$ cat src/rtl/univ_shift_reg.sv
// Universal shift register: load, logical/arithmetic shifts, rotate, invert,
// hold, plus a multi-cycle rotate-left-by-N with a busy/done handshake.
module univ_shift_reg #(
    parameter int unsigned WIDTH = 8,
    parameter int unsigned CNT_W = $clog2(WIDTH) + 1
) (
    input  logic             clk,
    input  logic             reset,
    input  logic             en,
    input  logic [2:0]       op,
    input  logic [CNT_W-1:0] amt,
    input  logic [WIDTH-1:0] pdata,
    input  logic             sin,
    output logic [WIDTH-1:0] out,
    output logic             sout,
    output logic             busy,
    output logic             done
);

    typedef enum logic [2:0] {
        OP_HOLD = 3'b000,
        OP_LOAD = 3'b001,
        OP_SHL  = 3'b010,
        OP_LSR  = 3'b011,
        OP_ASR  = 3'b100,
        OP_ROL  = 3'b101,
        OP_INV  = 3'b110,
        OP_ROLN = 3'b111
    } op_e;

    // Remaining rotate steps; nonzero only while busy.
    logic [CNT_W-1:0] cnt;

    logic [WIDTH-1:0] shl_val;
    logic [WIDTH-1:0] lsr_val;
    logic [WIDTH-1:0] asr_val;
    logic [WIDTH-1:0] rol_val;
    logic             msb;
    logic             lsb;

    // Single-step results derived from the current register contents.
    always_comb begin
        msb     = out[WIDTH-1];
        lsb     = out[0];
        shl_val = {out[WIDTH-2:0], sin};
        lsr_val = {sin, out[WIDTH-1:1]};
        asr_val = {out[WIDTH-1], out[WIDTH-1:1]};
        rol_val = {out[WIDTH-2:0], out[WIDTH-1]};
    end

    // Register update: reset, multi-step rotate in progress, or accepted op.
    always_ff @(posedge clk) begin
        if (reset) begin
            out  <= '0;
            sout <= 1'b0;
            busy <= 1'b0;
            done <= 1'b0;
            cnt  <= '0;
        end else begin
            done <= 1'b0;
            if (busy) begin
                // A low enable pauses the rotate with everything held.
                if (en) begin
                    out  <= rol_val;
                    sout <= msb;
                    cnt  <= cnt - CNT_W'(1);
                    if (cnt == CNT_W'(1)) begin
                        busy <= 1'b0;
                        done <= 1'b1;
                    end
                end
            end else if (en) begin
                case (op_e'(op))
                    OP_HOLD: begin
                    end
                    OP_LOAD: begin
                        out <= pdata;
                    end
                    OP_SHL: begin
                        out  <= shl_val;
                        sout <= msb;
                    end
                    OP_LSR: begin
                        out  <= lsr_val;
                        sout <= lsb;
                    end
                    OP_ASR: begin
                        out  <= asr_val;
                        sout <= lsb;
                    end
                    OP_ROL: begin
                        out  <= rol_val;
                        sout <= msb;
                    end
                    OP_INV: begin
                        out <= ~out;
                    end
                    OP_ROLN: begin
                        // Zero count completes immediately without going busy.
                        if (amt == '0) begin
                            done <= 1'b1;
                        end else begin
                            busy <= 1'b1;
                            cnt  <= amt;
                        end
                    end
                    default: begin
                    end
                endcase
            end
        end
    end

endmodule
$ cat config.mk
export PLATFORM = sky130hd
export DESIGN_NAME = univ_shift_reg
export DESIGN_NICKNAME = d
export VERILOG_FILES = /design/src/rtl/univ_shift_reg.sv
export SDC_FILE = /design/constraint.sdc
export NUM_CORES = 1
export LEC_CHECK = 0
export ABC_CLOCK_PERIOD_IN_PS = 3500
export CORE_ASPECT_RATIO = 1.2
export CORE_UTILIZATION = 52
export DETAILED_ROUTE_END_ITERATION = 10
export PLACE_DENSITY = 0.88
export SLEW_MARGIN = 20
export SYNTH_ARGS = -nofsm -noshare
export SYNTH_HDL_FRONTEND = slang
export SYNTH_SLANG_ARGS = --single-unit
$ cat constraint.sdc
create_clock -name clk -period 3.5 [get_ports clk]
set_input_delay 0.7 -clock clk [delete_from_list [all_inputs] [get_ports clk]]
set_output_delay 0.7 -clock clk [all_outputs]
set_load 0.02 [all_outputs]
Word level (Yosys, flattened, before mapping). Index checks and enable logic that the tools add are counted.

$add $sub $neg: 1. Multiply operators: 0. Div/mod/pow operators: 0. $lt $le $gt $ge: 0. Equality and inequality tests: 10. Shift-type cells: 0. Mux-type cells: 25. Bitwise logic cells: 1. Reduce and logical (&&, ||, !) cells: 11.

Operator list (number): one-hot mux 8 bit (6 select lines) (1); two-way mux 8 bit (3); two-way mux 4 bit (5); two-way mux 1 bit (15); equality test 3 bit (second input constant) (4); inverter 8 bit (1); nonzero test 7 bit (1); equality test 3 x 2 -> 1 bit (second input constant) (2); AND reduction 3 bit (2); nonzero test 6 bit (1); equality test 4 x 1 -> 1 bit (second input constant) (1); logical NOT 4 bit (1); inequality test 2 bit (second input constant) (2); AND reduction 2 bit (2); OR reduction 2 bit (2); subtractor 4 x 1 -> 4 bit (second input constant) (1); equality test 3 x 1 -> 1 bit (second input constant) (1); nonzero test 3 bit (1); one-hot mux 1 bit (2 select lines) (1); nonzero test 2 bit (1).

Register bits: 15. Bits in latches: 0. Memory bits (writable): 0. Memory bits (read-only): 0. Input bits: 19. Output and inout bits: 11. Word-level logic and storage cells: 54. Memories: 0.

Depth between registers and ports, before layout. Gate-level depths: netlist of the first run.

Word-level depth: 5. Depth in mapped cells: 6. Depth with buffers taken out: 5.

Worst setup path after synthesis of the first run. Ideal clock, no wire load.

Kind: input-to-reg. Start: input op[0]. End: register out[2]. Library setup time: 117 ps. Data arrival time: 1815 ps. Required time: 3383 ps. Slack: 1568 ps. Stages: 5. Cell sequence: buf_6 > or4bb_4 > o21ai_0 > o22ai_1 > a32o_1.

Word-level cells in the longest chain between the ends: 4.

Ends and longest elaborated chain: start: declaration (RTL line 10) `input logic [2:0] op,`; equality test 3 bit (tied with other cells) (RTL line 73) `case (op_e'(op))`; one-hot mux 8 bit (6 select lines) (RTL line 73); two-way mux 8 bit (RTL line 72) `end else if (en) begin`; two-way mux 8 bit (RTL line 61) `if (busy) begin`; end signal: assignment (RTL line 64) `out <= rol_val;`; end signal: assignment (RTL line 77) `out <= pdata;`; end signal: assignment (RTL line 80) `out <= shl_val;`; end: declaration (RTL line 14) `output logic [WIDTH-1:0] out,`.

Parallel ways exist; a longest one is shown, timed or not. The select of a mux whose other input is x is not followed. A chain may end at the register's enable or synchronous reset.

Final worst setup path of the first run.
Start: input op[0]. End: register out[6].

The elaborated chain is that of the path after synthesis.

==> results of run 1 <==
==> through the flow <==
stage,hold WS [ns],instance area [um^2],power [mW],cells,worst slack [ns]
floorplan,0.511,1190,0.293,151,1.57
global placement,0.509,1440,0.343,198,0.748
detailed placement,0.530,1440,0.346,198,0.698
CTS,0.542,1470,0.449,202,0.993
global route,0.560,1470,0.474,202,0.853
finish,0.534,1470,0.451,202,0.986
==> worst min-delay path by stage <==
stage / startpoint / endpoint / slack (ns) / cells past startpoint
2_1_floorplan: cnt[0]$_SDFFE_PP0P_ / cnt[0]$_SDFFE_PP0P_ / 0.51 / 2
3_3_place_gp: sout$_SDFFE_PP0P_ / sout$_SDFFE_PP0P_ / 0.51 / 2
4_1_cts: sout$_SDFFE_PP0P_ / sout$_SDFFE_PP0P_ / 0.54 / 2
3_5_place_dp: sout$_SDFFE_PP0P_ / sout$_SDFFE_PP0P_ / 0.53 / 2
5_1_grt: sout$_SDFFE_PP0P_ / sout$_SDFFE_PP0P_ / 0.56 / 2
6_report: sout$_SDFFE_PP0P_ / sout$_SDFFE_PP0P_ / 0.53 / 2
==> placed cells by master (no fill, tap or decap), drive strengths merged, types with 3 or more instances in the layout <==
master	synthesis	layout
clkdlybuf4s50	0	29
a21oi	17	17
dfxtp	15	15
inv	14	14
nand2b	14	14
o21ai	12	12
a32o	7	7
a221oi	6	6
o22ai	6	6
nand2	4	4
nor2	3	3
a311oi	3	3
clkbuf	5	3
nand3	3	3
==> metal layers <==
| layer | vias to the layer above | GRT usage [%] |
|---|---|---|
| li1 | 621 | - |
| met1 | 601 | 30.7 |
| met2 | 43 | 46.9 |
| met3 | 4 | 5.28 |
| met4 | 0 | 12.6 |
| met5 | - | 0 |
==> power breakdown <==
| group | internal [mW] | total, mW | switching, mW |
|---|---|---|---|
| clock network | 0.0427 | 0.107 | 0.0639 |
| registers | 0.182 | 0.199 | 0.0177 |
| logic | 0.0738 | 0.145 | 0.0714 |
| total | 0.298 | 0.451 | 0.153 |
==> registers in the layout (all words and copies together), names as in the netlist <==
signal  flops
out         8
cnt         4
busy        1
done        1
sout        1
==> cells by family after synthesis <==
family	after synthesis	share of synthesized area (%)
and+or+nand+nor	38	20.7
xor gates and xnor gates	1	0.739
muxes	2	1.79
AOI/OAI and AO/OA	67	38.8
buffers and inverters	26	10.5
DFF	15	25.3
adders and majority gates	2	2.11
==> worst max-delay path: stages <==
cell             delay, ns
clkdlybuf4s50_1       0.70
or4b_1                0.74
a21oi_1               0.18
o22ai_1               0.11
a32o_1                0.28
==> layout make-up <==
cell class	instances	share of cell area, %
repair buffers	29	19.8
clock inverters	1	0.341
clock buffers	3	1.53
inverters	14	3.58
well taps	30	2.56
multi-input cells	110	51.8
flip-flops and latches	15	20.4
==> metrics.txt, run 1 <==
Setup-failing EPs final=0; Final GP Congestion=0.869; maximum clock insertion buffer count=2; reported max-cap violation count=0; via count of the first global-routing pass=around 1,100; Top Ports=30; top post-synthesis cells by count=a21oi_1 (17), dfxtp_1 (15), inv_1 (14), nand2b_1 (14), o21ai_0 (11); VDD IR max=around 0.35 mV; Setup crit start=op[0]; Post-CTS Hold Buffers=0; CTS tree=built; Crit. End Element=flop; filler instances=around 170; synthesized area per cell=7.86 um^2; setup slack, reg-to-reg=1.50 ns; Via Count=between 1,000 and 1,500; Worst Path Required=3.71 ns; Met2 Routed Length=approximately 1500 um; die height=between 50 and 60 um; Die Area=2480 um^2; Post-synth top flop=dfxtp_1; area fraction of the dominant cell type after synthesis=around a quarter; CP Capture Point=out[6]$_SDFFE_PP0P_; Initial Utilization=between 50% and 60%; Total GRT Usage=approximately 27%; Hold Crit Class=reg2reg; clock sinks=15; worst reg2reg path startpoint=busy$_SDFF_PP0_; Final ANT Viol Nets=0; Clk pin slew, worst setup/hold paths=0.10 ns; Final HPWL DP=~2100 um; crit path kind=in2reg; wire per inst=approximately 15 um; metal3 WL=129 um; Final Util=a little over two thirds; first-pass GRT wire length=4760 um; global route overflow=0; synth top area cells=dfxtp_1 (25%), nand2b_1 (7.4%), a21oi_1 (7.2%), a32o_1 (5.9%), o21ai_0 (4.6%); Synth area leader=dfxtp_1; Max Clk Rate=between 300 and 400 MHz; die width=between 40 and 50 um; Syn Inst Count=151; metal1 wirelength=about 1300 um; Final Net Count=194; drt drc=0; CP Max Fanout=20; Post-Syn Area=1190 um^2; clock skew=roughly 0.0065 ns; Max Used Layer=met4; Static Leak=approximately 0.5 nW; Final Max Slew Viols=0; Port Buffers=29; Slew @ Worst Pin=a little under 0.7 ns; multi-input logic area=761 um^2; status=finished clean; final hold viol count=0; Layout area overhead=23.8%; initial antenna violation count=0; CTS Buf Count=3; RR Endpoint=cnt[1]$_SDFFE_PP0P_; drt pass-1 iters=4; post-synth cell types=46; Worst-Skew Late Latency=roughly 0.3 ns; Initial DRC Count=40; post-synth net total=about 170; Sequential Area=about 300 um^2; EDFF count, synth=0; r2r worst-path depth=4; flop and latch count out of synthesis=15; PD cells=a little over 300 nW/um^2; final period utilization=a little under three quarters; CTS root buffer=clkbuf_4; ANT cells=0; post_cts resized=0; ys async rst share=0%; Site Rows=18; crit path time final=2.51 ns; CP arrival=about 2.7 ns; Yosys warning count=0; top-count cell post-synth=a21oi_1; Via density=~6.3; Placeable Area=approximately 2100 um^2; RSZ-0062 raised after global routing=no; H-tree Lvls=1; Post-CTS Setup Repair Bufs=0; sequential share of the synthesized area=25.3%; type of origin of the critical path=primary input; max_slew headroom=approximately 54%; layout cells sized above 1=under 10%; setup_tns=0 ns; total wire length=roughly 3000 um; largest net degree at the start of global routing=21
No activity file was read; power rests on OpenSTA's default activity.
==> run 2: changes to the inputs <==
--- a/config.mk
+++ b/config.mk
@@ -5,11 +5,11 @@
 export SDC_FILE = /design/constraint.sdc
 export NUM_CORES = 1
 export LEC_CHECK = 0
-export ABC_CLOCK_PERIOD_IN_PS = 3500
+export ABC_CLOCK_PERIOD_IN_PS = 2400
 export CORE_ASPECT_RATIO = 1.2
-export CORE_UTILIZATION = 52
+export CORE_UTILIZATION = 48
 export DETAILED_ROUTE_END_ITERATION = 10
-export PLACE_DENSITY = 0.88
+export PLACE_DENSITY = 0.82
 export SLEW_MARGIN = 20
 export SYNTH_ARGS = -nofsm -noshare
 export SYNTH_HDL_FRONTEND = slang
==> constraint.sdc (replaced) <==
create_clock -name clk -period 2.4 [get_ports clk]
set_input_delay 0.48 -clock clk [delete_from_list [all_inputs] [get_ports clk]]
set_output_delay 0.48 -clock clk [all_outputs]
set_load 0.02 [all_outputs]
==> metrics.txt, run 2 (synthesis results as in run 1) <==
status=finished clean; crit path time final=about 2.1 ns; layout cells sized above 1=8.38% (+3.7 points); setup_tns=0 ns (unchanged); Top Registers=out (8), cnt (4); Worst-Skew Late Latency=0.29 ns (about the same); Die Area=2670 um^2 (+8.0%); Final HPWL DP=2340 um (+12%); Hold Crit Start=sout$_SDFFE_PP0P_; RR Endpoint=out[3]$_SDFFE_PP0P_; Port Buffers=29 (unchanged); CP arrival=1.61 ns (-1.11 ns); critical path's largest stage delay=0.70 ns (-0.04 ns); CP Max Fanout=14 (-30%); largest net degree at the start of global routing=17 (-19%); maximum clock insertion buffer count=2 (unchanged); Endpoint, Worst Hold=sout$_SDFFE_PP0P_; final hold viol count=0 (unchanged); drt pass-1 iters=4 (unchanged); Slew @ Worst Pin=0.573 ns (-0.121 ns); CP max-delay cell=clkdlybuf4s50_1; type of origin of the critical path=flop; setup slack, reg-to-reg=0.57 ns (-0.93 ns); Initial Utilization=51.4% (-5.2 points); Pwr Total=662 uW (+47%); clock sinks=15 (unchanged); placed cells=206 (+4.0%); wire per inst=15.0 um (+1.6%); RSZ-0062 raised after global routing=no; drt drc=0 (unchanged); Final ANT Viol Nets=0 (unchanged); Internal Power=442 uW (+48%); max_slew headroom=61.5% (+7.9 points); Net Sw Frac=33.2% (-0.73 points); most common cell after layout, fill and taps aside=clkdlybuf4s50_1; final period utilization=slightly below 90%; Worst Path Required=1.92 ns (-1.79 ns); reported max-cap violation count=0 (unchanged); CTS Buf Count=3 (unchanged); clock power share=22.3% (-1.3 points); CTS tree=built; Post-CTS Setup Repair Bufs=0 (unchanged); die height=56.5 um (+3.9%); first-pass GRT wire length=5340 um (+12%); Via Count=1,292 (+1.8%); Finished Layout Cells=210 (+4.0%); Via density=6.15 (-2.1%); CP cell instances=clkdlybuf4s50_1; worst path bufs/invs=1 (unchanged); Post-CTS Hold Buffers=0 (unchanged); ANT cells=0 (unchanged); Hold Crit Class=reg2reg; PD cells=435 nW/um^2 (+41%); initial antenna violation count=0 (unchanged); H-tree Lvls=1 (unchanged); Placed Area=1500 um^2 (+3.7%); hold-critical path depth=2 (unchanged); crit path kind=reg2out; r2r worst-path depth=4 (unchanged); Top reg by flops=out; Total GRT Usage=26.4% (-0.37 points); global route overflow=0 (unchanged); VDD IR max=0.336 mV (-5.2%); hold_ws=0.534 ns (-0.000422 ns); worst reg2reg path startpoint=busy$_SDFF_PP0_; post_cts resized=0 (unchanged); Site Rows=19 (+1); Final GP Congestion=0.832 (-4.3%); via count of the first global-routing pass=1,212 (+13%); clock skew=0.00328 ns (-0.00322 ns); max reg flops=8 (unchanged); post-place setup slack=0.0474 ns (-0.651 ns); CTS root buffer=clkbuf_4; Static Leak=0.531 nW (+7.0%); cell area after layout=1520 um^2 (+3.7%); die width=47.4 um (+3.9%); Crit. End Element=output port; commonest non-fill, non-tap cells in the layout=clkdlybuf4s50_1 (29), a21oi_1 (17), dfxtp_1 (15), inv_1 (14), nand2b_1 (14); total wire length=3150 um (+5.6%); final worst slack=0.315 ns (-0.672 ns); power share of the combinational group=33.7% (+1.5 points); Layout area overhead=28.4%; Placeable Area=2310 um^2 (+10%); Setup-failing EPs final=0 (unchanged); Clk pin slew, worst setup/hold paths=0.09 ns (about the same); Final Max Slew Viols=0 (unchanged); Initial DRC Count=50 (+25%); net switching power=220 uW (+43%); filler instances=192 (+11%); family with the most delay on the worst path=buffers and inverters; Flop pwr share=44.1% (about the same); Top Ports=30 (unchanged); Max Clk Rate=roughly 480 MHz; Final Util=66.0% (-4.1 points); Final Net Count=201 (+3.6%)
-- run 2: changes by cell type in the layout (fill, tap and decap cells not counted), sizes merged --
| cell | previous run | this run |
|---|---|---|
| buf | 0 | 7 |
-- run 2: worst min-delay path, cell delays in order (launching register included) --
cell and delay [ns]:
dfxtp_1 0.32, a21oi_1 0.11, a311oi_1 0.06
-- run 2: final cells by class --
type,instances,area [um^2],area share [%]
flip-flops and latches,15,300,19.7
clock buffers,3,22.5,1.48
well taps,31,38.8,2.55
clock inverters,1,5.00,0.329
inverters,14,52.6,3.45
repair buffers,36,343,22.5
multi-input cells,110,761,50.0
-- run 2: power groups by stage --
stage	Combinational [mW]	Clock (mW)	Sequential, mW
5_1_grt	0.243	0.158	0.295
2_1_floorplan	0.122	0	0.305
6_report	0.223	0.147	0.292
3_5_place_dp	0.220	0	0.297
4_1_cts	0.222	0.149	0.291
3_3_place_gp	0.215	0	0.296
-- run 2: how the worst max path moves through the flow --
| stage | start | cells past startpoint | to | slack (ns) |
|---|---|---|---|---|
| final | busy$_SDFF_PP0_ | 1 | busy | 0.31 |
| after detailed placement | op[0] | 5 | out[3]$_SDFFE_PP0P_ | 0.05 |
| after global routing | op[1] | 6 | out[3]$_SDFFE_PP0P_ | 0.20 |
| after global placement | op[0] | 5 | out[3]$_SDFFE_PP0P_ | 0.11 |
| after CTS | busy$_SDFF_PP0_ | 1 | busy | 0.31 |
| after floorplan | op[0] | 5 | out[2]$_SDFFE_PP0P_ | 0.69 |
-- run 2: routing by layer --
metal,up-vias,part of all wire (%),GRT usage (%)
li1,634,-,-
met1,612,46,38.2
met2,46,49,40.7
met3,0,5.1,3.22
met4,0,0,6.53
met5,-,0,0
==> run 3: changes to the inputs <==
--- a/config.mk
+++ b/config.mk
@@ -7,9 +7,10 @@
 export LEC_CHECK = 0
 export ABC_CLOCK_PERIOD_IN_PS = 2400
 export CORE_ASPECT_RATIO = 1.2
-export CORE_UTILIZATION = 48
+export CORE_UTILIZATION = 55
 export DETAILED_ROUTE_END_ITERATION = 10
-export PLACE_DENSITY = 0.82
+export DONT_BUFFER_PORTS = 1
+export PLACE_DENSITY = 0.74
 export SLEW_MARGIN = 20
 export SYNTH_ARGS = -nofsm -noshare
 export SYNTH_HDL_FRONTEND = slang
==> metrics.txt, run 3 (synthesis results as in run 1) <==
drt pass-1 iters=4 (unchanged); clock skew=0.00693 ns (+0.00365 ns); Top Ports=30 (unchanged); Max Clk Rate=571 MHz (+19%); clock sinks=15 (unchanged); Internal Power=391 uW (-12%); CTS tree=built; Die Area=2350 um^2 (-12%); reported max-cap violation count=0 (unchanged); Final GP Congestion=0.900 (+8.2%); Hold Crit Class=in2reg; hold_ws=0.253 ns (-0.281 ns); Final ANT Viol Nets=0 (unchanged); ANT cells=0 (unchanged); setup_tns=0 ns (unchanged); Via Count=1,160 (-10%); post_cts resized=0 (unchanged); Placed Area=1170 um^2 (-22%); clock power share=24.3% (+2.0 points); crit path kind=reg2reg; Static Leak=0.398 nW (-25%); most common cell after layout, fill and taps aside=a21oi_1; Layout area overhead=0.632%; initial antenna violation count=0 (unchanged); type of origin of the critical path=flop; layout cells sized above 1=6.90% (-1.5 points); Net Sw Frac=31.9% (-1.3 points); cell area after layout=1190 um^2 (-22%); total wire length=2650 um (-16%); Worst Path Required=2.58 ns (+0.66 ns); max reg flops=8 (unchanged); Port Buffers=0 (-100%); Final Util=58.2% (-7.8 points); CTS Buf Count=3 (unchanged); maximum clock insertion buffer count=2 (unchanged); Final Net Count=167 (-17%); final period utilization=72.9% (-14 points); Post-CTS Hold Buffers=0 (unchanged); drt drc=0 (unchanged); final hold viol count=0 (unchanged); wire per inst=15.2 um (+1.2%); global route overflow=0 (unchanged); Worst-Skew Late Latency=0.28 ns (about the same); Slew @ Worst Pin=0.526 ns (-0.0469 ns); Initial DRC Count=32 (-36%); via count of the first global-routing pass=1,022 (-16%); power share of the combinational group=22.0% (-12 points); Flop pwr share=53.7% (+9.6 points); Post-CTS Setup Repair Bufs=0 (unchanged); Top Registers=out (8), cnt (4); PD cells=480 nW/um^2 (+11%); Pwr Total=573 uW (-13%); max_slew headroom=64.7% (+3.2 points); Final Max Slew Viols=0 (unchanged); Setup-failing EPs final=0 (unchanged); H-tree Lvls=1 (unchanged); Met2 Routed Length=1370 um (-11%); Placeable Area=2050 um^2 (-11%); crit path time final=1.75 ns (-0.335 ns); first-pass GRT wire length=4150 um (-22%); largest net degree at the start of global routing=21 (+4); Total GRT Usage=23.4% (-3.0 points); Initial Utilization=57.9% (+6.4 points); commonest non-fill, non-tap cells in the layout=a21oi_1 (17), dfxtp_1 (15), inv_1 (14), nand2b_1 (14), o21ai_0 (11); Top reg by flops=out; net switching power=183 uW (-17%); Crit. End Element=flop; die width=44.4 um (-6.3%); Via density=6.63 (+7.7%); status=finished clean; filler instances=199 (+3.6%); Final HPWL DP=2020 um (-14%); Max Used Layer=met4; Clk pin slew, worst setup/hold paths=0.09 ns (about the same); die height=52.9 um (-6.4%); CTS root buffer=clkbuf_4; CP Max Fanout=13 (-1); metal3 WL=190 um (+19%); RSZ-0062 raised after global routing=no; metal1 wirelength=1070 um (-27%); VDD IR max=0.424 mV (+26%); CP arrival=1.93 ns (+0.32 ns); Site Rows=18 (-1)
-- run 3: cell count changes in the layout (fill, tap and decap cells not counted) --
cell / delta
buf_4: -5
clkdlybuf4s50_1: -29
-- run 3: power groups by stage --
stage	clock (mW)	combinational, mW	sequential, mW
finish	0.139	0.126	0.308
global route	0.156	0.142	0.311
CTS	0.142	0.126	0.308
detailed placement	0	0.125	0.314
global placement	0	0.123	0.314
floorplan	0	0.122	0.305
-- run 3: final timing paths --
path                             from                   to  slack (ns)  cells after the start
setup / recovery      busy$_SDFF_PP0_  out[4]$_SDFFE_PP0P_        0.65                      4
hold / removal                  reset  cnt[3]$_SDFFE_PP0P_        0.25                      1
setup reg to reg      busy$_SDFF_PP0_  out[4]$_SDFFE_PP0P_        0.65                      4
hold reg to reg   cnt[3]$_SDFFE_PP0P_  cnt[3]$_SDFFE_PP0P_        0.56                      3
-- run 3: worst max-delay path: stages, from the launching register on --
cell     delay, ns
dfxtp_1       0.45
or4b_1        0.63
a21oi_1       0.20
o22ai_1       0.11
a32o_1        0.26
-- run 3: layout make-up --
| type | count | area [um^2] | area share, % |
|---|---|---|---|
| Clock buffer | 3 | 22.5 | 1.89 |
| Clock inverter | 1 | 5.00 | 0.419 |
| Inverter | 14 | 52.6 | 4.40 |
| Multi-Input combinational cell | 110 | 761 | 63.7 |
| Sequential cell | 15 | 300 | 25.2 |
| Tap cell | 30 | 37.5 | 3.14 |
| Timing Repair Buffer | 2 | 15.0 | 1.26 |
-- run 3: through the flow --
step                setup WS (ns)  std cells
global placement            0.656        171
CTS                         0.676        175
detailed placement          0.634        171
finish                      0.650        175
floorplan                   0.688        151
global route                0.508        175
-- run 3: metal layers --
metal / GRT usage (%) / vias up
li1: - / 567
met1: 27.2 / 531
met2: 42.4 / 58
met3: 3.07 / 4
met4: 9.60 / 0
met5: 0 / -
